==> src/rtl/mem_bus_arbiter_if.sv <==
// Bus bundle between the two requesting masters, the shared memory port and mem_bus_arbiter.
// The slave modport is the arbiter's view; the master modport is the environment's view.
interface mem_bus_arbiter_if #(
    parameter int ADDR_W = 16,
    parameter int DATA_W = 16
);
    logic              i_m0_req;
    logic              i_m0_wr;
    logic [ADDR_W-1:0] i_m0_addr;
    logic [DATA_W-1:0] i_m0_wdata;
    logic              o_m0_ack;
    logic [DATA_W-1:0] o_m0_rdata;

    logic              i_m1_req;
    logic              i_m1_wr;
    logic [ADDR_W-1:0] i_m1_addr;
    logic [DATA_W-1:0] i_m1_wdata;
    logic              o_m1_ack;
    logic [DATA_W-1:0] o_m1_rdata;

    logic              o_mem_rd;
    logic              o_mem_wr;
    logic [ADDR_W-1:0] o_mem_address;
    logic [DATA_W-1:0] o_mem_data;
    logic [DATA_W-1:0] i_mem_data;

    logic              o_owner;
    logic              o_busy;

    modport slave (
        input  i_m0_req, i_m0_wr, i_m0_addr, i_m0_wdata,
        input  i_m1_req, i_m1_wr, i_m1_addr, i_m1_wdata,
        input  i_mem_data,
        output o_m0_ack, o_m0_rdata, o_m1_ack, o_m1_rdata,
        output o_mem_rd, o_mem_wr, o_mem_address, o_mem_data,
        output o_owner, o_busy
    );

    modport master (
        output i_m0_req, i_m0_wr, i_m0_addr, i_m0_wdata,
        output i_m1_req, i_m1_wr, i_m1_addr, i_m1_wdata,
        output i_mem_data,
        input  o_m0_ack, o_m0_rdata, o_m1_ack, o_m1_rdata,
        input  o_mem_rd, o_mem_wr, o_mem_address, o_mem_data,
        input  o_owner, o_busy
    );
endinterface

==> src/rtl/mem_bus_arbiter.sv <==
// Two-master arbiter/sequencer for a shared single-port memory with fixed read latency.
// Define MEM_ARB_FIXED_PRIO_EN to make master 0 win every tie (default: round-robin).
module mem_bus_arbiter #(
    parameter int ADDR_W     = 16,
    parameter int DATA_W     = 16,
    parameter int RD_LATENCY = 1    // legal range 1..4
) (
    input  logic             i_clk,
    input  logic             i_rst,
    mem_bus_arbiter_if.slave bus
);
    localparam logic [1:0] IDLE   = 2'd0;
    localparam logic [1:0] ACCESS = 2'd1;
    localparam logic [1:0] RWAIT  = 2'd2;
    localparam logic [1:0] ACK    = 2'd3;

    localparam logic [2:0] RWAIT_LOAD = 3'(RD_LATENCY - 1);

    logic [1:0]        state;
    logic              last_winner;
    logic              xfer_wr;
    logic [2:0]        rwait_cnt;

    logic              any_req;
    logic              pick;
    logic              pick_wr;
    logic [ADDR_W-1:0] pick_addr;
    logic [DATA_W-1:0] pick_wdata;

    function automatic logic pick_winner(input logic r0, input logic r1, input logic lw);
`ifdef MEM_ARB_FIXED_PRIO_EN
        pick_winner = ~r0;
`else
        // A lone requester wins outright; on a tie the previous loser goes next.
        pick_winner = (r0 & r1) ? ~lw : r1;
`endif
    endfunction

    always_comb begin
        any_req    = bus.i_m0_req | bus.i_m1_req;
        pick       = pick_winner(bus.i_m0_req, bus.i_m1_req, last_winner);
        pick_wr    = pick ? bus.i_m1_wr    : bus.i_m0_wr;
        pick_addr  = pick ? bus.i_m1_addr  : bus.i_m0_addr;
        pick_wdata = pick ? bus.i_m1_wdata : bus.i_m0_wdata;
    end

    always_ff @(posedge i_clk) begin
        if (i_rst) begin
            state             <= IDLE;
            last_winner       <= 1'b1;
            xfer_wr           <= 1'b0;
            rwait_cnt         <= '0;
            bus.o_mem_rd      <= 1'b0;
            bus.o_mem_wr      <= 1'b0;
            bus.o_mem_address <= '0;
            bus.o_mem_data    <= '0;
            bus.o_m0_ack      <= 1'b0;
            bus.o_m1_ack      <= 1'b0;
            bus.o_m0_rdata    <= '0;
            bus.o_m1_rdata    <= '0;
            bus.o_owner       <= 1'b0;
            bus.o_busy        <= 1'b0;
        end else begin
            // Strobes and acks are single-cycle pulses unless re-asserted below.
            bus.o_mem_rd <= 1'b0;
            bus.o_mem_wr <= 1'b0;
            bus.o_m0_ack <= 1'b0;
            bus.o_m1_ack <= 1'b0;

            case (state)
                IDLE: begin
                    if (any_req) begin
                        state             <= ACCESS;
                        bus.o_owner       <= pick;
                        xfer_wr           <= pick_wr;
                        bus.o_mem_wr      <= pick_wr;
                        bus.o_mem_rd      <= ~pick_wr;
                        bus.o_mem_address <= pick_addr;
                        bus.o_mem_data    <= pick_wdata;
                        bus.o_busy        <= 1'b1;
                    end
                end

                ACCESS: begin
                    if (xfer_wr) begin
                        state        <= ACK;
                        bus.o_m0_ack <= ~bus.o_owner;
                        bus.o_m1_ack <= bus.o_owner;
                    end else begin
                        state     <= RWAIT;
                        rwait_cnt <= RWAIT_LOAD;
                    end
                end

                RWAIT: begin
                    // Counter hits zero in the cycle the memory presents the read word.
                    if (rwait_cnt == 3'd0) begin
                        state        <= ACK;
                        bus.o_m0_ack <= ~bus.o_owner;
                        bus.o_m1_ack <= bus.o_owner;
                        if (bus.o_owner) begin
                            bus.o_m1_rdata <= bus.i_mem_data;
                        end else begin
                            bus.o_m0_rdata <= bus.i_mem_data;
                        end
                    end else begin
                        rwait_cnt <= rwait_cnt - 3'd1;
                    end
                end

                ACK: begin
                    state       <= IDLE;
                    last_winner <= bus.o_owner;
                    bus.o_busy  <= 1'b0;
                end

                default: begin
                    state      <= IDLE;
                    bus.o_busy <= 1'b0;
                end
            endcase
        end
    end
endmodule

==> src/flat_wrapper.sv <==
// flat-port wrapper written by rule: the top's interface ports become plain ports
module mem_bus_arbiter_flat 
#(
    parameter int ADDR_W     = 16,
    parameter int DATA_W     = 16,
    parameter int RD_LATENCY = 1                       
)
  (i_clk, i_rst, bus_i_m0_req, bus_i_m0_wr, bus_i_m0_addr, bus_i_m0_wdata, bus_i_m1_req, bus_i_m1_wr, bus_i_m1_addr, bus_i_m1_wdata, bus_i_mem_data, bus_o_m0_ack, bus_o_m0_rdata, bus_o_m1_ack, bus_o_m1_rdata, bus_o_mem_rd, bus_o_mem_wr, bus_o_mem_address, bus_o_mem_data, bus_o_owner, bus_o_busy);
  mem_bus_arbiter_if #(.ADDR_W(ADDR_W), .DATA_W(DATA_W)) bus_i ();
  input  logic i_clk;
  input  logic i_rst;
  input wire logic [$bits(bus_i.i_m0_req)-1:0] bus_i_m0_req;
  input wire logic [$bits(bus_i.i_m0_wr)-1:0] bus_i_m0_wr;
  input wire logic [$bits(bus_i.i_m0_addr)-1:0] bus_i_m0_addr;
  input wire logic [$bits(bus_i.i_m0_wdata)-1:0] bus_i_m0_wdata;
  input wire logic [$bits(bus_i.i_m1_req)-1:0] bus_i_m1_req;
  input wire logic [$bits(bus_i.i_m1_wr)-1:0] bus_i_m1_wr;
  input wire logic [$bits(bus_i.i_m1_addr)-1:0] bus_i_m1_addr;
  input wire logic [$bits(bus_i.i_m1_wdata)-1:0] bus_i_m1_wdata;
  input wire logic [$bits(bus_i.i_mem_data)-1:0] bus_i_mem_data;
  output wire logic [$bits(bus_i.o_m0_ack)-1:0] bus_o_m0_ack;
  output wire logic [$bits(bus_i.o_m0_rdata)-1:0] bus_o_m0_rdata;
  output wire logic [$bits(bus_i.o_m1_ack)-1:0] bus_o_m1_ack;
  output wire logic [$bits(bus_i.o_m1_rdata)-1:0] bus_o_m1_rdata;
  output wire logic [$bits(bus_i.o_mem_rd)-1:0] bus_o_mem_rd;
  output wire logic [$bits(bus_i.o_mem_wr)-1:0] bus_o_mem_wr;
  output wire logic [$bits(bus_i.o_mem_address)-1:0] bus_o_mem_address;
  output wire logic [$bits(bus_i.o_mem_data)-1:0] bus_o_mem_data;
  output wire logic [$bits(bus_i.o_owner)-1:0] bus_o_owner;
  output wire logic [$bits(bus_i.o_busy)-1:0] bus_o_busy;
  assign bus_i.i_m0_req = bus_i_m0_req;
  assign bus_i.i_m0_wr = bus_i_m0_wr;
  assign bus_i.i_m0_addr = bus_i_m0_addr;
  assign bus_i.i_m0_wdata = bus_i_m0_wdata;
  assign bus_i.i_m1_req = bus_i_m1_req;
  assign bus_i.i_m1_wr = bus_i_m1_wr;
  assign bus_i.i_m1_addr = bus_i_m1_addr;
  assign bus_i.i_m1_wdata = bus_i_m1_wdata;
  assign bus_i.i_mem_data = bus_i_mem_data;
  assign bus_o_m0_ack = bus_i.o_m0_ack;
  assign bus_o_m0_rdata = bus_i.o_m0_rdata;
  assign bus_o_m1_ack = bus_i.o_m1_ack;
  assign bus_o_m1_rdata = bus_i.o_m1_rdata;
  assign bus_o_mem_rd = bus_i.o_mem_rd;
  assign bus_o_mem_wr = bus_i.o_mem_wr;
  assign bus_o_mem_address = bus_i.o_mem_address;
  assign bus_o_mem_data = bus_i.o_mem_data;
  assign bus_o_owner = bus_i.o_owner;
  assign bus_o_busy = bus_i.o_busy;
  mem_bus_arbiter #(.ADDR_W(ADDR_W), .DATA_W(DATA_W), .RD_LATENCY(RD_LATENCY)) u_core (.i_clk(i_clk), .i_rst(i_rst), .bus(bus_i));
endmodule
==> config.mk <==
export PLATFORM = sky130hd
export DESIGN_NAME = mem_bus_arbiter_flat
export DESIGN_NICKNAME = d
export VERILOG_FILES = /design/src/rtl/mem_bus_arbiter_if.sv /design/src/rtl/mem_bus_arbiter.sv /design/src/flat_wrapper.sv
export SDC_FILE = /design/constraint.sdc
export NUM_CORES = 1
export LEC_CHECK = 0
export ABC_CLOCK_PERIOD_IN_PS = 1600
export CAP_MARGIN = 15
export CORE_MARGIN = 2
export CORE_UTILIZATION = 25
export DETAILED_ROUTE_END_ITERATION = 8
export PLACE_DENSITY = 0.59
export SYNTH_ARGS = -nofsm -noshare
export SYNTH_HDL_FRONTEND = slang
export SYNTH_SLANG_ARGS = --single-unit
==> constraint.sdc <==
create_clock -name i_clk -period 1.6 [get_ports i_clk]
set_input_delay 0.48 -clock i_clk [delete_from_list [all_inputs] [get_ports i_clk]]
set_output_delay 0.48 -clock i_clk [all_outputs]
set_load 0.05 [all_outputs]
Word-level counts from Yosys, hierarchy flattened
Index checks and enable logic that the tools add are counted.

storage, ports and cells
  output and inout bits = 70
  input port bits = 86
  word-level logic and storage cells = 59
  bits in registers = 77

operators by class
  add/subtract/negate cells = 1
  equal/unequal tests = 7
  reductions and logical operators = 11
  bitwise operators = 7
  mux-type cells = 19

operators by type and width
  cell                 count
  $mux 16              2
  $reduce_and 3->1     3
  $mux 1               8
  $pmux 2 s4           1
  $mux 3               2
  $pmux 1 s2           3
  $pmux 3 s2           1
  $reduce_and 2->1     3
  $not 1->1            5
  $eq 2x2->1 const B   2
  $mux 2               2
  $ne 2x1->1 const B   2
  $ne 2x2->1 const B   2
  $reduce_bool 2->1    2
  $logic_not 3->1      1
  $reduce_or 3->1      1
  $sub 3x1->3 const B  1
  $eq 2x1->1 const B   1
  $logic_not 2->1      1
  $and 1x1->1          1
  $or 1x1->1           1

Logic depth before layout (Yosys ltp)
Gate-level depths: netlist of the first run.

  depth in word-level cells = 4
  depth in mapped cells = 8
  depth with buffers taken out = 5

Worst setup path after synthesis of the first run
No wires, ideal clock.

  kind = register -> register
  from = register u_core.bus.o_owner
  to = register u_core.bus.o_m0_rdata[10]
  path buffers = 3
  setup slack = -22 ps
  arrival = 1490 ps
  clock period less this slack = 1622 ps
  stages on the path, launching flop included = 7
  setup time = 132 ps
  required time = 1468 ps
  path through = dfxtp_1 -> clkbuf_2 -> and4bb_2 -> clkbuf_2 -> buf_4 -> nand2_1 -> a21oi_1

on the way
  longest elaborated chain between the ends = 2

RTL lines
  item                               line                      text
  start, declared                    mem_bus_arbiter_if.sv:36  output o_owner, o_busy
  start signal, assigned             mem_bus_arbiter.sv:74     bus.o_owner <= pick;
  $not 1->1 (no source line)         n/a
  $reduce_and 3->1 (no source line)  n/a
  end signal, assigned               mem_bus_arbiter.sv:104    bus.o_m0_rdata <= bus.i_mem_data;
  end, declared                      mem_bus_arbiter_if.sv:34  output o_m0_ack, o_m0_rdata, o_m1_ack, o_m1_rdata,

No other way between the ends.
A chain may end at the register's enable or synchronous reset.

Worst setup path in the final report of the first run
  from = register u_core.state[1]
  to = register u_core.bus.o_mem_data[10]

on the way
  longest elaborated chain between the ends = 2

RTL lines
  item                               line                      text
  start, declared                    mem_bus_arbiter.sv:19     logic [1:0] state;
  start signal, assigned             mem_bus_arbiter.sv:49     state <= IDLE;
  start signal, assigned             mem_bus_arbiter.sv:73     state <= ACCESS;
  start signal, assigned             mem_bus_arbiter.sv:86     state <= ACK;
  $logic_not 2->1                    mem_bus_arbiter.sv:70     case (state)
  $reduce_and 2->1 (no source line)  n/a
  end signal, assigned               mem_bus_arbiter.sv:79     bus.o_mem_data <= pick_wdata;
  end, declared                      mem_bus_arbiter_if.sv:35  output o_mem_rd, o_mem_wr, o_mem_address, o_mem_data,

No other way between the ends.

==> impl_metrics.ini, run 1 <==
[sta]
fin_ws_ps = 92.6
fin_crit_ps = 1510
finClkSkew_ps = 5.16
final-setup-viol-count = 0
slew_headroom = 0.756
drv_slew = 0
rsz0062_at_grt = false
tns_ps = 0
max_freq_mhz = 663
hold_viol_final = 0
fin_crit_sh = 0.942
tightest_slew_ps = 366

[critical_path]
reg2reg_slack_ps = 90
cp_max_fo = 8
r2r-end = u_core.bus.o_mem_data[10]$_SDFFE_PP0P_
crit_end = u_core.bus.o_mem_data[10]$_SDFFE_PP0P_
startpoint_type = register
arrival_ps = 1760
critPathRequiredTime_ps = 1850
startpoint = u_core.state[1]$_SDFFE_PP0P_
reg2reg_from = u_core.state[1]$_SDFFE_PP0P_
r2r_cells = 7
setup.worst_path.class = reg2reg
crit_path_end_kind = register

[grt]
grt_usage = 0.148
grt_pass1_wl_um = 16600
grt_pass1_vias = 3345
globalRouteOverflowTotal = 0
antenna_found_initial = 0
grt_start_max_net_pins = 33

[min_path]
hold_class = reg2reg

[place]
hpwl_um = 7620
port_buffers = 155
pre_cts_ws_ps = -362
place.gp.congestion = 0.818

[synthesis]
yosysSeqAreaShare = 0.478
syn_nets = 484
syn_area_sq_mm = 0.00322
avgSynthCellArea_sq_um = 8.22
synth.distinct_cells = 39
synth.top_cell.area_share = 0.478
syn_inst = 392
synthFlopType = dfxtp_1
ys_ff_latch = 77
ys_warn_count = 0
synth_area_leader_cell = dfxtp_1
ys_async_sr_fraction = 0
synth_edf_count = 0
yosys-top-cells-area = dfxtp_1 48%, nand2_1 11%, a21oi_1 11%

[route]
wl_per_cell_um = 14.8
vias_per_cell = 4.61
ant_nets = 0
drc_errors = 0
firstDrtPassIters = 6
first_iter_violations = 224
wl_um = 10700
vias = 3350

[final_layout]
final_cell_mix = 98 x nand2_1, 82 x clkdlybuf4s50_1, 80 x buf_12
antenna_cells = 0
postLayoutCoreUtil = 0.491
final_common_cell = nand2_1
area_growth_pct = 92.2
finalNetCount = 642
fillerInstances = 1195
drive_gt1_frac = 0.225

[clock_network]
numCtsBuffers = 9
cts_buffer_depth = 2
cts_tree = yes
postCtsHoldBufs = 0
cts.clk_slew.worst_paths_ps = 60
cts-root-buf = clkbuf_16
clock_sinks = 77
clock_latency_ps = 330
htreeDepth = 3

[floorplan]
die_h_um = 118
initial_utilization = 0.255
dieWidth_um = 118
core_area_sq_mm = 0.0126
die-area_sq_mm = 0.0138
rows = 41
ios = 156

[power_and_ir_drop]
p_leak_nw = 2.39
powerDensity_mw_per_mm2 = 1690
ir_drop_v = 0.000836

[run]
drv_cap = 0

[run_status]
status = completed
-- routing by layer --
metal | part of all wire | GRT usage | up-vias
li1 | - | - | 1653
met1 | 0.43 | 0.171 | 1546
met2 | 0.47 | 0.246 | 145
met3 | 0.099 | 0.0669 | 6
met4 | 0.0099 | 0.0452 | 0
met5 | 0 | 0 | -
-- how the worst min path moves through the flow --
stage | from | to | slack, ps | cells past startpoint
2_1_floorplan | u_core.rwait_cnt[0]$_SDFFE_PP0P_ | u_core.rwait_cnt[0]$_SDFFE_PP0P_ | 450 | 2
3_3_place_gp | u_core.rwait_cnt[1]$_SDFFE_PP0P_ | u_core.rwait_cnt[1]$_SDFFE_PP0P_ | 460 | 2
3_5_place_dp | u_core.rwait_cnt[0]$_SDFFE_PP0P_ | u_core.rwait_cnt[0]$_SDFFE_PP0P_ | 480 | 2
4_1_cts | u_core.rwait_cnt[0]$_SDFFE_PP0P_ | u_core.rwait_cnt[0]$_SDFFE_PP0P_ | 480 | 2
5_1_grt | u_core.rwait_cnt[0]$_SDFFE_PP0P_ | u_core.rwait_cnt[0]$_SDFFE_PP0P_ | 490 | 2
6_report | u_core.bus.o_m1_rdata[9]$_SDFFE_PP0P_ | u_core.bus.o_m1_rdata[9]$_SDFFE_PP0P_ | 490 | 2
-- Yosys cell counts, drive strengths merged (3+ instances only) --
| master | n |
|---|---|
| a21boi | 3 |
| nand2 | 98 |
| a211oi | 34 |
| nand2b | 4 |
| nor2 | 36 |
| ha | 6 |
| o21ai | 4 |
| inv | 5 |
| clkbuf | 11 |
| a21oi | 68 |
| dfxtp | 77 |
| buf | 21 |
-- flip-flops by register name (all words and copies together), names as in the netlist, 2 cells and up --
| register | cells |
|---|---|
| u_core.bus.o_mem_address | 16 |
| u_core.rwait_cnt | 3 |
| u_core.state | 2 |
| u_core.bus.o_m1_rdata | 16 |
| u_core.bus.o_m0_rdata | 16 |
| u_core.bus.o_mem_data | 16 |
-- power breakdown --
part           internal, mW  switching [mW]
clock network          1.25           0.783
registers              2.36           0.467
logic                  2.72            2.89
-- critical path: stages, from the launching register on --
cell      delay [ps]
dfxtp_1          420
inv_1            120
ha_4             210
o21ai_4           70
buf_12           150
buf_2            170
a21oi_1           60
a211oi_1         220
-- cell families after synthesis --
kind of cell,Yosys count,share of synthesized area
mux,2,0.00621
compound gates,118,0.229
fa+ha+maj,6,0.0233
simple gates,152,0.201
buf+inv,37,0.0621
flops,77,0.478
-- per-stage QoR --
stage / hold WS, ps / std cells / instance area [sq um] / total power, mW
6_report: 488 / 727 / 6190 / 10.5
5_1_grt: 494 / 727 / 6190 / 11.0
4_1_cts: 485 / 722 / 6070 / 10.2
3_5_place_dp: 476 / 706 / 5760 / 8.09
3_3_place_gp: 463 / 706 / 5760 / 8.01
2_1_floorplan: 450 / 392 / 3220 / 5.49
-- repair_timing --
item | in CTS | in global routing
gates cloned | 0 | 4
resized for setup | 4 | 9
setup endpoints to repair | 49 | 68
pin swaps | 0 | 1
buffers inserted | 0 | 1
-- layout make-up --
| cell class | instances | area (sq um) | area share |
|---|---|---|---|
| clock buffers | 12 | 246 | 0.0398 |
| clock inverters | 4 | 47.5 | 0.00768 |
| inverters | 5 | 18.8 | 0.00303 |
| multi-input cells | 278 | 1530 | 0.246 |
| flip-flops and latches | 77 | 1540 | 0.249 |
| well taps | 172 | 215 | 0.0347 |
| repair buffers | 179 | 2600 | 0.419 |
No activity file was read; power rests on OpenSTA's default activity.
==> run 2, diff against run 1 <==
- GPL_TIMING_DRIVEN: default -> 0
- SETUP_SLACK_MARGIN: default -> 0.05
==> impl_metrics.ini, run 2 (synthesis gave the netlist of run 1 again) <==
[route]
first_iter_violations = 153
vias_per_cell = 4.62
wl_per_cell_um = 14.9
firstDrtPassIters = 4
drc_errors = 0
ant_nets = 0
vias = 3434
wl_um = 11100

[critical_path]
critical_path.n_buffers_inverters = 1
cp_max_fo = 2
max_stage_delay_ps = 380
setup.worst_path.class = reg2out
worstPathCellList = clkdlybuf4s18_2
crit_path_end_kind = output port
critPathRequiredTime_ps = 1120
startpoint_type = register
crit_family = buffers and inverters
arrival_ps = 1050
cp_slowest_cell = clkdlybuf4s18_2

[run_status]
status = completed

[place]
port_buffers = 155
hpwl_um = 8080
place_area_sq_mm = 0.00499
pre_cts_ws_ps = -645
dpl.cell_count = 719
place.gp.congestion = 0.780

[final_layout]
final_common_cell = nand2_1
fillerInstances = 1322
antenna_cells = 0
final_cells = 744
final_cell_mix = 98 x nand2_1, 83 x clkdlybuf4s50_1, 74 x dfxtp_1
multi_input_area_sq_mm = 0.00156
drive_gt1_frac = 0.266
finalNetCount = 659
area_growth_pct = 65.5
seqCellArea_sq_mm = 0.00155
final_area_sq_mm = 0.00533

[sta]
tightest_slew_ps = 621
max_freq_mhz = 655
fin_crit_sh = 0.954
finClkSkew_ps = 7.02
final-setup-viol-count = 0
rsz0062_at_grt = true
fin_crit_ps = 1530
slew_headroom = 0.586
drv_slew = 0
hold_viol_final = 0
fin_ws_ps = 74.1

[grt]
grtUsageMet3 = 0.0819
use_met2 = 0.259
top_usage_layer = met2
gr-usage-met1 = 0.173
globalRouteOverflowTotal = 0
grt_pass1_vias = 3407
grt_usage = 0.157
grt_start_max_net_pins = 15
grt_pass1_wl_um = 17400
antenna_found_initial = 0

[floorplan]
die-area_sq_mm = 0.0138
dieWidth_um = 118
core_area_sq_mm = 0.0126
rows = 41
ios = 156
die_h_um = 118
initial_utilization = 0.255

[clock_network]
cts-root-buf = clkbuf_16
clock_latency_ps = 340
htreeDepth = 3
cts.clk_slew.worst_paths_ps = 60
cts_buffer_depth = 2
clock_sinks = 77
cts_tree = yes
numCtsBuffers = 9

[power_and_ir_drop]
ir_drop_v = 0.000904
p_leak_nw = 2.20
powerDensity_mw_per_mm2 = 1800
finalPower_mw = 9.59

[min_path]
hold_class = reg2reg

[run]
drv_cap = 0
==> run 2: cell types whose count changed in the layout (fill, tap and decap cells not counted), moves of 5 or more <==
cell and delta:
a211oi_1 -5, clkbuf_2 +5, buf_6 +8, buf_2 +64, buf_12 -80, a211oi_2 +5, clkdlybuf4s15_2 +8
==> run 2: worst paths after layout <==
check	start	to	slack (ps)	cells past startpoint
setup reg to reg	u_core.state[1]$_SDFFE_PP0P_	u_core.xfer_wr$_SDFFE_PP0P_	110	8
setup / recovery	u_core.bus.o_mem_data[9]$_SDFFE_PP0P_	bus_o_mem_data[9]	70	1
hold / removal	u_core.bus.o_m0_rdata[4]$_SDFFE_PP0P_	u_core.bus.o_m0_rdata[4]$_SDFFE_PP0P_	450	2
hold reg to reg	u_core.bus.o_m0_rdata[4]$_SDFFE_PP0P_	u_core.bus.o_m0_rdata[4]$_SDFFE_PP0P_	450	2
==> run 2: final cells by class <==
| type | count | share of cell area |
|---|---|---|
| tap | 172 | 0.0403 |
| timing repair buffer | 165 | 0.261 |
| multi-input combinational | 278 | 0.292 |
| inverter | 5 | 0.00399 |
| buffer | 31 | 0.0502 |
| clock buffer | 10 | 0.0448 |
| sequential | 77 | 0.290 |
| clock inverter | 6 | 0.0176 |
==> run 2: where the power goes <==
group | switching [mW] | total, mW | internal [mW]
sequential | 0.247 | 2.61 | 2.36
clock | 0.848 | 2.27 | 1.42
combinational | 2.98 | 4.71 | 1.73
==> run 2: routing by layer <==
layer  wire (um)  up-vias
met5           0        -
met1        4520     1587
met2        5160      145
li1            -     1690
met3        1270       12
met4         141        0
==> run 2: timing repair <==
action | in CTS | in global routing
hold buffers | 0 | 0
pin swaps | 1 | 11
buffers inserted | 3 | 2
resized for setup | 275 | 116
gates cloned | 1 | 4
setup endpoints to repair | 141 | 106
==> run 2: through the flow <==
step                       util  hold WS [ps]  TNS (ps)
after floorplan               -           450         0
after global placement    0.395           444    -39420
after detailed placement  0.395           447    -40590
after CTS                 0.432           457         0
after global routing      0.423           474     -10.5
final                     0.423           453         0
==> run 3, diff against run 2 <==
- PLACE_DENSITY: 0.59 -> default
==> impl_metrics.ini, run 3 (synthesis gave the netlist of run 1 again) <==
[floorplan]
ios = 156
die-area_sq_mm = 0.0138
rows = 41
die_h_um = 118
initial_utilization = 0.255
core_area_sq_mm = 0.0126
dieWidth_um = 118

[route]
drc_errors = 0
first_iter_violations = 163
vias_per_cell = 4.59
wl_per_cell_um = 14.8
wl_um = 11000
firstDrtPassIters = 4
vias = 3403
ant_nets = 0

[critical_path]
crit_end = bus_o_m1_rdata[8]
r2r-end = u_core.bus.o_mem_data[0]$_SDFFE_PP0P_
crit_family = buffers and inverters
startpoint_type = register
worstPathCellList = clkdlybuf4s18_2
max_stage_delay_ps = 380
crit_path_end_kind = output port
arrival_ps = 1050
cp_max_fo = 2
critical_path.n_buffers_inverters = 1
r2r_cells = 8
setup.worst_path.class = reg2out
reg2reg_slack_ps = 90
critPathRequiredTime_ps = 1120
cp_slowest_cell = clkdlybuf4s18_2
path_depth = 1
reg2reg_from = u_core.state[1]$_SDFFE_PP0P_
startpoint = u_core.bus.o_m1_rdata[8]$_SDFFE_PP0P_

[final_layout]
drive_gt1_frac = 0.264
final_cells = 741
finalNetCount = 656
area_growth_pct = 69.1
antenna_cells = 0
fillerInstances = 1314
final_common_cell = nand2_1
final_cell_mix = 98 x nand2_1, 83 x clkdlybuf4s50_1, 74 x dfxtp_1

[clock_network]
numCtsBuffers = 9
clock_latency_ps = 330
cts_buffer_depth = 2
htreeDepth = 3
cts_tree = yes
cts-root-buf = clkbuf_16
cts.clk_slew.worst_paths_ps = 60
clock_sinks = 77

[grt]
antenna_found_initial = 0
grt_pass1_vias = 3496
use_met2 = 0.274
grt_pass1_wl_um = 17300
grtUsageMet3 = 0.0533
top_usage_layer = met2
grt_usage = 0.154
globalRouteOverflowTotal = 0
grt_start_max_net_pins = 15
gr-usage-met1 = 0.170

[run_status]
status = completed

[place]
place.gp.congestion = 0.782
port_buffers = 155
hpwl_um = 8100
dpl.cell_count = 719

[sta]
fin_crit_sh = 0.955
final-setup-viol-count = 0
tns_ps = 0
drv_slew = 0
slew_headroom = 0.637
max_freq_mhz = 655
finClkSkew_ps = 10.4
hold_viol_final = 0
fin_crit_ps = 1530
tightest_slew_ps = 544
rsz0062_at_grt = true

[power_and_ir_drop]
ir_drop_v = 0.000729
p_leak_nw = 2.16
powerDensity_mw_per_mm2 = 1770

[run]
drv_cap = 0

[min_path]
hold_class = reg2reg
[run 3: changes by cell type in the layout (fill, tap and decap cells not counted), sizes merged]
cell	delta
clkdlybuf4s18	+10
bufinv	+2
clkinvlp	-1
clkdlybuf4s15	+14
buf	-28
clkinv	+1
inv	-1
[run 3: final cells by class]
cell class                      count  area [sq um]  share of cell area
Tap cell                          172           215              0.0395
Inverter                            5          21.3             0.00390
Buffer                             32           269              0.0494
Clock buffer                        9           225              0.0413
Timing Repair Buffer              161          1470               0.270
Clock inverter                      7           146              0.0269
Sequential cell                    77          1550               0.284
Multi-Input combinational cell    278          1560               0.286
[run 3: worst reg2reg max path, stage by stage (launching register included)]
cell      delay [ps]
dfxtp_4          360
inv_2             60
ha_2             160
buf_6            130
o21a_1           140
buf_6            150
buf_8            150
nor2_1            50
a211oi_1         220
[run 3: power breakdown]
part	internal [mW]	switching [mW]	total, mW	leakage, nW
Combinational	1.63	2.89	4.52	1.35
Sequential	2.36	0.244	2.61	0.632
Clock	1.69	0.851	2.54	0.180
[run 3: routing by layer]
layer	routed length [um]	part of all wire
met1	4530	0.41
met2	5340	0.49
met3	887	0.081
met4	194	0.018
met5	0	0
[run 3: metrics by stage]
stage	utilization	worst slack (ps)	hold WS (ps)	power, mW	cell area, sq um
global route	0.432	23.6	479	10.2	5450
floorplan	-	141	450	5.49	3220
CTS	0.439	41.9	458	9.64	5540
detailed placement	0.395	-566	448	6.97	4990
finish	0.432	72.7	455	9.67	5450
global placement	0.395	-579	444	6.89	4990
[run 3: repair_timing]
item / 4_1_cts / 5_1_grt
endpoints found under the hold margin: 0 / 0
pin swaps: 1 / 6
setup endpoints to repair: 142 / 107
hold buffers: 0 / 0
cloned: 1 / 1
resized for setup: 246 / 107
setup buffers: 3 / 1
[run 3: how the worst min path moves through the flow]
| stage | start | endpoint | slack, ps | cells after the start |
|---|---|---|---|---|
| floorplan | u_core.rwait_cnt[0]$_SDFFE_PP0P_ | u_core.rwait_cnt[0]$_SDFFE_PP0P_ | 450 | 2 |
| global placement | u_core.bus.o_m1_rdata[12]$_SDFFE_PP0P_ | u_core.bus.o_m1_rdata[12]$_SDFFE_PP0P_ | 440 | 2 |
| detailed placement | u_core.bus.o_m0_rdata[13]$_SDFFE_PP0P_ | u_core.bus.o_m0_rdata[13]$_SDFFE_PP0P_ | 450 | 2 |
| CTS | u_core.bus.o_m0_rdata[13]$_SDFFE_PP0P_ | u_core.bus.o_m0_rdata[13]$_SDFFE_PP0P_ | 460 | 2 |
| global route | u_core.bus.o_m1_rdata[1]$_SDFFE_PP0P_ | u_core.bus.o_m1_rdata[1]$_SDFFE_PP0P_ | 480 | 2 |
| finish | u_core.bus.o_m0_rdata[14]$_SDFFE_PP0P_ | u_core.bus.o_m0_rdata[14]$_SDFFE_PP0P_ | 450 | 2 |
